[src/rtl/out_bcd_conv.sv]
// out_bcd_conv: sequential binary-to-BCD converter (shift-and-add-3, one bit
// per clock) watching the CPU output word. A conversion starts whenever the
// input differs from the last accepted value; the finished decimal result is
// held on `digits` with a one-cycle `valid` pulse.
// Optional feature: define OUT_BCD_SIGNED_EN to treat `in` as two's complement
// and report the sign on `neg` (otherwise `neg` is constant 0).
module out_bcd_conv #(
  parameter int DATA_WIDTH = 16,
  parameter int DIGITS     = 5
) (
  input  logic                    clk,
  input  logic                    rst_n,
  input  logic [DATA_WIDTH-1:0]   in,
  output logic [4*DIGITS-1:0]     digits,
  output logic                    valid,
  output logic                    busy,
  output logic                    neg
);

  localparam int CW = $clog2(DATA_WIDTH + 1);
  localparam int SW = 4 * DIGITS;

  typedef enum logic {
    IDLE = 1'b0,
    CONV = 1'b1
  } state_t;

  state_t                state;
  logic [DATA_WIDTH-1:0] last;
  logic [DATA_WIDTH-1:0] op;
  logic [SW-1:0]         scratch;
  logic [CW-1:0]         cnt;

  logic [SW-1:0]         adj;
  logic [SW-1:0]         scratch_shift;
  logic [DATA_WIDTH-1:0] op_shift;
  logic [DATA_WIDTH-1:0] load_op;
  logic                  last_iter;

  // Add-3 correction on every nibble in parallel before the shift.
  genvar gi;
  generate
    for (gi = 0; gi < DIGITS; gi++) begin : g_adj
      assign adj[4*gi +: 4] = (scratch[4*gi +: 4] >= 4'd5) ?
                              (scratch[4*gi +: 4] + 4'd3) :
                               scratch[4*gi +: 4];
    end
  endgenerate

  // The MSB of the operand shifts into the bottom of the BCD scratch.
  assign scratch_shift = {adj[SW-2:0], op[DATA_WIDTH-1]};
  assign op_shift      = {op[DATA_WIDTH-2:0], 1'b0};
  assign last_iter     = (cnt == CW'(DATA_WIDTH - 1));

`ifdef OUT_BCD_SIGNED_EN
  logic sign;

  // Magnitude of a two's complement input; the most negative value maps to
  // 2^(DATA_WIDTH-1), which still fits as an unsigned operand.
  assign load_op = in[DATA_WIDTH-1] ? (-in) : in;

  // Capture the sign at load and publish it together with the digits.
  always_ff @(posedge clk or negedge rst_n) begin
    if (!rst_n) begin
      sign <= 1'b0;
      neg  <= 1'b0;
    end else if (state == IDLE) begin
      if (in != last) sign <= in[DATA_WIDTH-1];
    end else if (last_iter) begin
      neg <= sign;
    end
  end
`else
  assign load_op = in;
  assign neg     = 1'b0;
`endif

  // Conversion FSM: load on input change, one double-dabble step per cycle,
  // registered busy/valid/digits outputs.
  always_ff @(posedge clk or negedge rst_n) begin
    if (!rst_n) begin
      state   <= IDLE;
      last    <= '0;
      op      <= '0;
      scratch <= '0;
      cnt     <= '0;
      digits  <= '0;
      valid   <= 1'b0;
      busy    <= 1'b0;
    end else begin
      valid <= 1'b0;
      case (state)
        IDLE: begin
          if (in != last) begin
            op      <= load_op;
            last    <= in;
            scratch <= '0;
            cnt     <= '0;
            busy    <= 1'b1;
            state   <= CONV;
          end
        end
        CONV: begin
          scratch <= scratch_shift;
          op      <= op_shift;
          cnt     <= cnt + 1'b1;
          if (last_iter) begin
            digits <= scratch_shift;
            valid  <= 1'b1;
            busy   <= 1'b0;
            state  <= IDLE;
          end
        end
        default: begin
          state <= IDLE;
          busy  <= 1'b0;
        end
      endcase
    end
  end

endmodule

[config.mk]
export PLATFORM = sky130hd
export DESIGN_NAME = out_bcd_conv
export DESIGN_NICKNAME = d
export VERILOG_FILES = /design/src/rtl/out_bcd_conv.sv
export SDC_FILE = /design/constraint.sdc
export NUM_CORES = 1
export LEC_CHECK = 0
export CELL_PAD_IN_SITES_DETAIL_PLACEMENT = 0
export CELL_PAD_IN_SITES_GLOBAL_PLACEMENT = 1
export CORE_ASPECT_RATIO = 1.75
export CORE_UTILIZATION = 44
export DETAILED_ROUTE_END_ITERATION = 12
export PLACE_DENSITY = 0.81
export SYNTH_ARGS = -nofsm -noshare
export SYNTH_HDL_FRONTEND = slang
export SYNTH_SLANG_ARGS = --single-unit
[constraint.sdc]
create_clock -name clk -period 5.6 [get_ports clk]
set_clock_uncertainty 0.1 [all_clocks]
set_input_delay 1.12 -clock clk [delete_from_list [all_inputs] [get_ports clk]]
set_output_delay 1.12 -clock clk [all_outputs]
set_load 0.01 [all_outputs]
=== After elaboration in Yosys (flattened, before gate mapping) ===
Index checks and enable logic that the tools add are counted.

* Bits in registers: 80
* Bits of input ports: 18
* Output and inout port bits: 23
* Word-level logic and storage cells: 46

* Add/sub/neg operators: 6
* $lt $le $gt $ge: 5
* Equality and inequality tests: 4
* Multiplexer cells: 19
* Bitwise operators: 1
* Reductions and logical operators: 3

{| class="wikitable"
|+ Operators by type and width
! kind !! number
|-
| 20-bit case mux with 2 select lines || 1
|-
| 16-bit case mux with 2 select lines || 1
|-
| 4-bit by 3-bit >= comparator with 1-bit output, second input constant || 5
|-
| 20-bit two-way mux || 1
|-
| 4-bit by 2-bit adder with 4-bit output, second input constant || 4
|-
| 16-bit two-way mux || 1
|-
| 4-bit two-way mux || 4
|-
| 16-bit != test || 1
|-
| 5-bit case mux with 2 select lines || 1
|-
| 1-bit two-way mux || 6
|-
| 2-bit AND reduction || 3
|-
| 5-bit by 1-bit adder with 5-bit output, second input constant || 1
|-
| 5-bit by 4-bit == test with 1-bit output, second input constant || 1
|-
| 5-bit two-way mux || 1
|-
| 1-bit case mux with 2 select lines || 2
|-
| 3-bit by 2-bit adder with 3-bit output, second input constant || 1
|-
| 3-bit two-way mux || 1
|-
| 2-bit by 1-bit != test with 1-bit output, second input constant || 1
|-
| 2-bit != test, second input constant || 1
|-
| 1-bit inverter || 1
|}

=== Logic depth before layout (Yosys ltp) ===
Gate-level depths: netlist of the first run.

* Depth in word-level cells: 3
* Mapped depth: 7
* Mapped depth without buffers: 7

=== Worst setup path after synthesis of the first run ===
No wires, ideal clock.

* Kind: input-to-reg
* From: input port in[14]
* To: register last[10]
* Setup time: 0.128 ns
* Arrival: 2.534 ns
* Data required time: 5.372 ns
* Path slack: 2.839 ns
* Stages: 6
* Path buffers: 1
* Cells stage by stage: xnor2_1 nand4_1 nor4_4 nor2_2 buf_2 mux2_1

* Cells in the longest elaborated chain, start to end: 2

{| class="wikitable"
|+ Ends and longest elaborated chain
! element !! line !! text
|-
| start, declared || 13 || <nowiki>input logic [DATA_WIDTH-1:0] in,</nowiki>
|-
| 16-bit != test || 94 || <nowiki>if (in != last) begin</nowiki>
|-
| 2-bit AND reduction (no line) || - ||
|-
| end signal, assigned || 96 || <nowiki>last <= in;</nowiki>
|-
| end, declared || 29 || <nowiki>logic [DATA_WIDTH-1:0] last;</nowiki>
|}

No other way between the ends.
A chain may end at the register's enable or synchronous reset.

=== Worst setup path after layout of the first run ===
* From: input port in[2]
* To: register last[2]

* Cells in the longest elaborated chain, start to end: 2

{| class="wikitable"
|+ Ends and longest elaborated chain
! element !! line
|-
| 16-bit != test || 94
|-
| 2-bit AND reduction (no line) || -
|}

Parallel ways exist; a longest one is shown, timed or not.

==> key figures, run 1 <==
Clock network
  • Root buf cell: clkbuf_16
  • TritonCTS Sinks: 80
  • Post-CTS Hold Buffers: 0
  • H-tree depth: 3
  • Post-CTS setup buffer count: 0
  • Clock buffer depth: 2
  • Clock transition at the registers of the reported paths: 0.05 ns
  • CTS tree: built
  • CTS buffer count: 9
  • CTS resizes: 0
  • Clk_lat worst skew: 0.33 ns

Global routing
  • Global route overflow: 0
  • Overall routing resource usage: 17.6%
  • Vias in the first global route: 2492
  • Initial antenna violation count: 0
  • Largest net degree at the start of global routing: 81
  • First-pass GRT wire length: 11.9 mm

Layout
  • Core Util, Final: 54.1%
  • Ant diodes: 0
  • Layout area overhead: 18.9%
  • Final-stage net count: 423
  • Final instance area: 4460 sq um
  • Share of cells above drive strength 1: 7.32%

Power
  • Sequential share of power: 41.8%
  • PD cells: 550 nW/um^2
  • P_int: 1610 uW
  • Sw Ratio: 34.3%
  • Lkg Pwr: 0.00190 uW
  • Combinational Power Share: 37.3%
  • Net Sw Power: 843 uW
  • Worst VDD drop: 0.274 mV
  • Clock share of power: 20.9%
  • Final Total Pwr: 2460 uW

Placed design
  • DP Wirelength: 4.71 mm
  • Routability congestion estimate: 0.767
  • DP Area: 4210 sq um
  • Input/output buffers: 39

Critical path
  • Slowest stage delay, CP: 0.62 ns
  • CP endpoint kind: register
  • CP max FO: 16
  • FF-to-FF setup slack: 2.95 ns
  • Worst Setup Start Kind: input pin
  • Cell at the slowest stage of the critical path: nor2_2
  • Crit path to: last[2]
  • Buf/Inv on CP: 2
  • Critical path depth: 7
  • Critical Path Start: in[2]
  • Req. time, crit path: 5.71 ns
  • FF-to-FF End: digits[6]
  • Cells along the critical path: clkdlybuf4s50_1 -> xnor2_1 -> nand4_1 -> nor4_4 -> buf_4 -> nor2_2 -> mux2_2
  • R2R cell count: 6
  • Reg2reg start: cnt[0]
  • Crit Path Category: input pin to register
  • Crit path max-delay family: simple AND/OR/NAND/NOR gates
  • Critical Path AT: 3.26 ns

Logic synthesis
  • Avg Cell Area, Syn: 10.5 sq um
  • Top cells by area, synth: dfrtp_1, o21ai_0, xnor2_1, nand2_1, mux2i_1
  • Synth warnings: 0
  • Synth top area share: 53.3%
  • Dominant cell by count in the synthesized netlist: dfrtp_1
  • Synth Net Count: 387
  • Async SR Flop Fraction: 100%
  • Gate Count Post-Synth: 357
  • Primary FF master, synth: dfrtp_1
  • Number of synthesized flops with an enable pin: 0
  • Synth top cells by count: dfrtp_1, nand2_1, o21ai_0
  • Seq/Total Area, Yosys: 53.3%
  • Post-synth top area cell: dfrtp_1
  • Seq cells post-synth: 80
  • Synthesized area: 3750 sq um
  • Post-synth cell types: 29

Floorplanning
  • Die footprint: 8920 sq um
  • Core area: 8260 sq um
  • Initial Util: 45.5%
  • Die span in x: 71.8 um
  • Top Ports: 41
  • Num rows: 44
  • Die Ht: 124 um

Detailed routing
  • Iter 0 DRT Violations: 182
  • TritonRoute pass-1 iters: 4
  • Via density: 5.32
  • WL final: 6.89 mm
  • Antenna-violating nets left: 0
  • Via count: 2595
  • Routed WL per cell: 14.1 um
  • Remaining DRCs: 0

Run
  • Maxcap violations: 0

STA
  • Fmax achieved: 318 MHz
  • Final hold violation count: 0
  • Final setup vio count: 0
  • Slew margin rel.: 33.8%
  • RSZ-0062 raised after global routing: false
  • Tcrit/Tclk final: 56.1%
  • Final hold slack: 0.374 ns
  • Setup_tns: 0 ns
  • Post-layout min period: 3.14 ns
  • Worst-margin pin slew: 0.993 ns
  • Final Slew Violations: 0

Worst hold path
  • HP Class: register to register

Outcome
  • Outcome: finished clean
kinds of logic (layout without fill, tap and decap cells):
| kind of cell | Yosys count | after routing | share of synthesized area (%) |
|---|---|---|---|
| adder cells (fa/ha/maj) | 12 | 12 | 4.00 |
| AND/OR/NAND/NOR | 98 | 98 | 12.8 |
| other | 1 | 1 | 0.0999 |
| flip-flops | 80 | 80 | 53.3 |
| AO/OA/AOI/OAI | 72 | 72 | 9.87 |
| multiplexers | 39 | 39 | 11.1 |
| buffers and inverters | 32 | 71 | 3.47 |
| XOR/XNOR | 23 | 23 | 5.37 |
cell usage in the layout, fill, tap and decap left out, drive strengths merged:
cell type / n
dfrtp: 80
o21ai: 53
nand2: 49
clkdlybuf4s50: 38
nand3: 25
xnor2: 22
mux2: 21
mux2i: 18
a21oi: 16
inv: 13
clkbuf: 13
ha: 12
nor3b: 9
nand2b: 5
buf: 5
nand4: 4
nor2: 3
clkinv: 2
and3: 1
nor4: 1
xor2: 1
a21boi: 1
nor3: 1
a21o: 1
a32o: 1
conb: 1
area by class of cell:
class | count | area, sq um
clock inverters | 1 | 5.00
fillers | 755 | 3790
inverters | 14 | 52.6
flip-flops and latches | 80 | 2000
clock buffers | 13 | 250
well taps | 92 | 115
multi-input cells | 245 | 1620
repair buffers | 43 | 418
worst min path at each step:
stage                     depth (start not counted)  slack, ns       start          to
after floorplan                                   2       0.35       op[0]       op[1]
after detailed placement                          2       0.37  digits[14]  digits[14]
final                                             2       0.37   digits[9]   digits[9]
after global routing                              2       0.39  digits[14]  digits[14]
after CTS                                         2       0.38  digits[14]  digits[14]
after global placement                            2       0.36  digits[18]  digits[18]
through the flow:
| step | cells | setup slack (ns) |
|---|---|---|
| after detailed placement | 474 | 2.08 |
| after global routing | 488 | 2.34 |
| after floorplan | 357 | 2.84 |
| after CTS | 488 | 2.43 |
| after global placement | 474 | 2.09 |
| final | 488 | 2.46 |
worst register-to-register path, stage by stage (launching register included):
cell,delay (ns)
dfrtp_1,0.40
ha_1,0.23
and3_1,0.18
ha_1,0.18
nand2_1,0.72
inv_1,0.35
mux2_2,0.36
power by group through the flow:
stage / Clock (uW) / Sequential (uW) / Combinational, uW
2_1_floorplan: 0 / 1030 / 597
3_3_place_gp: 0 / 1030 / 898
3_5_place_dp: 0 / 1040 / 931
4_1_cts: 529 / 1030 / 935
5_1_grt: 553 / 1070 / 1040
6_report: 512 / 1030 / 917
flip-flops by register name, indices dropped and copies added, names as in the netlist:
signal / count
op: 16
scratch: 20
state: 1
busy: 1
valid: 1
cnt: 5
last: 16
digits: 20
routing by layer:
metal	global-route usage, %	routed length [um]	vias up
met5	0	0	-
met4	7.72	126	0
met3	4.13	208	9
met2	29.1	3500	43
met1	21.8	3060	1253
li1	-	-	1290
Power figures use the tool's default switching activity.
==> run 2, diff against run 1 <==
- clock period: 5.6 -> 3.25 ns (I/O delays scaled with it)
==> key figures, run 2 (same netlist as run 1, synthesis figures left out) <==
Outcome
  • Outcome: finished clean (unchanged)

Clock network
  • Root buf cell: clkbuf_16 (unchanged)
  • Clk_lat worst skew: 0.33 ns (about the same)
  • CTS tree: built (unchanged)
  • TritonCTS Sinks: 80 (unchanged)
  • Clock buffer depth: 2 (unchanged)
  • Clock transition at the registers of the reported paths: 0.05 ns (about the same)
  • Post-CTS Hold Buffers: 0 (unchanged)
  • H-tree depth: 3 (unchanged)
  • Post-CTS setup buffer count: 0 (unchanged)
  • CTS resizes: 0 (unchanged)
  • CTS buffer count: 9 (unchanged)

Power
  • P_int: 2840 uW (was 1610 uW)
  • Net Sw Power: 1440 uW (was 843 uW)
  • Combinational Power Share: 36.6% (was 37.3%)
  • Worst VDD drop: 0.455 mV (was 0.274 mV)
  • Sw Ratio: 33.6% (was 34.3%)
  • PD cells: 951 nW/um^2 (was 550 nW/um^2)
  • Clock share of power: 22.1% (was 20.9%)
  • Lkg Pwr: 0.00192 uW (was 0.00190 uW)
  • Final Total Pwr: 4280 uW (was 2460 uW)
  • Sequential share of power: 41.4% (was 41.8%)

Global routing
  • Vias in the first global route: 2593 (was 2492)
  • Overall routing resource usage: 17.6% (about the same)
  • Global route overflow: 0 (unchanged)
  • Initial antenna violation count: 0 (unchanged)
  • Largest net degree at the start of global routing: 81 (unchanged)
  • First-pass GRT wire length: 11.8 mm (was 11.9 mm)

Critical path
  • CP max FO: 16 (unchanged)
  • Req. time, crit path: 3.36 ns (was 5.71 ns)
  • Buf/Inv on CP: 2 (unchanged)
  • CP endpoint kind: register (unchanged)
  • FF-to-FF setup slack: 1.22 ns (was 2.95 ns)
  • Crit Path Category: input pin to register (unchanged)
  • Crit path max-delay family: buffers and inverters (was simple AND/OR/NAND/NOR gates)
  • Cell at the slowest stage of the critical path: clkdlybuf4s50_1 (was nor2_2)
  • Critical Path AT: 2.57 ns (was 3.26 ns)
  • Cells along the critical path: clkdlybuf4s50_1 -> xnor2_1 -> nand4_1 -> nor4_4 -> nor2_2 -> buf_4 -> mux2_1 (was clkdlybuf4s50_1 -> xnor2_1 -> nand4_1 -> nor4_4 -> buf_4 -> nor2_2 -> mux2_2)
  • Worst Setup Start Kind: input pin (unchanged)
  • Slowest stage delay, CP: 0.45 ns (was 0.62 ns)

Floorplanning
  • Core area: 8260 sq um (unchanged)
  • Die footprint: 8920 sq um (unchanged)
  • Die Ht: 124 um (unchanged)
  • Die span in x: 71.8 um (unchanged)
  • Top Ports: 41 (unchanged)
  • Num rows: 44 (unchanged)
  • Initial Util: 45.5% (unchanged)

Layout
  • Layout area overhead: 20.1% (was 18.9%)
  • Commonest non-fill, non-tap cell in the layout: dfrtp_1 (unchanged)
  • Most frequent cells in the layout: dfrtp_1, nand2_1, o21ai_0 (unchanged)
  • Final-stage net count: 425 (was 423)
  • Final Non-Filler Cells: 490 (was 488)
  • Ant diodes: 0 (unchanged)
  • Share of cells above drive strength 1: 7.54% (was 7.32%)
  • Largest registers: digits: 20 flops, scratch: 20 flops (unchanged)
  • Core Util, Final: 54.6% (was 54.1%)

STA
  • Final Slew Violations: 0 (unchanged)
  • Setup_tns: 0 ns (unchanged)
  • Final hold slack: 0.373 ns (was 0.374 ns)
  • Final setup vio count: 0 (unchanged)
  • Slew margin rel.: 35.0% (was 33.8%)
  • Worst-margin pin slew: 0.975 ns (was 0.993 ns)
  • Post-layout min period: 2.46 ns
  • Final hold violation count: 0 (unchanged)
  • RSZ-0062 raised after global routing: false (unchanged)
  • Tcrit/Tclk final: 75.7%
  • Fmax achieved: 406 MHz

Detailed routing
  • WL final: 6.85 mm (was 6.89 mm)
  • TritonRoute pass-1 iters: 4 (unchanged)
  • Iter 0 DRT Violations: 145 (was 182)
  • Routed WL per cell: 14.0 um (was 14.1 um)
  • Via count: 2596 (was 2595)
  • Via density: 5.30 (was 5.32)
  • Remaining DRCs: 0 (unchanged)
  • Antenna-violating nets left: 0 (unchanged)

Placed design
  • Placed insts: 476 (was 474)
  • Input/output buffers: 39 (unchanged)
  • Routability congestion estimate: 0.761 (was 0.767)
  • DP Wirelength: 4.77 mm (was 4.71 mm)

Run
  • Maxcap violations: 0 (unchanged)

Worst hold path
  • HP Class: register to register (unchanged)
-- run 2: cell types whose count changed in the layout (fill, tap and decap cells not counted), sizes merged --
cell / change
bufinv: +1
clkinv: -1
buf: +2
-- run 2: routing by layer --
metal	vias to the layer above	share of wire (%)	routed length, um	global-route usage (%)
li1	1294	-	-	-
met1	1235	43	2950	20.7
met2	54	51	3490	29.4
met3	13	3.2	222	4.13
met4	0	2.7	186	9.68
met5	-	0	0	0
-- run 2: worst paths after layout --
kind / start / to / cells past startpoint
worst max register to register: last[9] / last[5] / 6
worst max-delay path: in[9] / last[5] / 7
worst min-delay path: digits[5] / digits[5] / 2
worst min register to register: digits[5] / digits[5] / 2
max in group asynchronous: rst_n / digits[5] / 1
min in group asynchronous: rst_n / digits[10] / 1
-- run 2: stage by stage --
stage          setup slack [ns]  instance area [sq um]
6_report                  0.788                   4510
5_1_grt                   0.701                   4510
4_1_cts                   0.776                   4510
3_5_place_dp              0.426                   4240
3_3_place_gp              0.455                   4240
2_1_floorplan             0.959                   3750
-- run 2: layout make-up --
cell class,count,area [sq um]
fillers,773,3750
flip-flops and latches,80,2000
multi-input cells,245,1620
repair buffers,45,445
clock buffers,13,240
well taps,92,115
inverters,14,52.6
clock inverters,1,30.0
-- run 2: power groups by stage --
stage	logic (uW)	clock network (uW)	registers, uW
floorplan	1030	0	1780
global placement	1550	0	1770
detailed placement	1600	0	1790
CTS	1600	977	1780
global route	1770	1010	1840
finish	1570	945	1770
-- run 2: worst register-to-register path, stage by stage (launching register included) --
cell and delay [ns]:
dfrtp_1 0.38, xnor2_1 0.22, nand4_1 0.19, nor4_4 0.42, nor2_2 0.05, buf_4 0.22, mux2_1 0.33
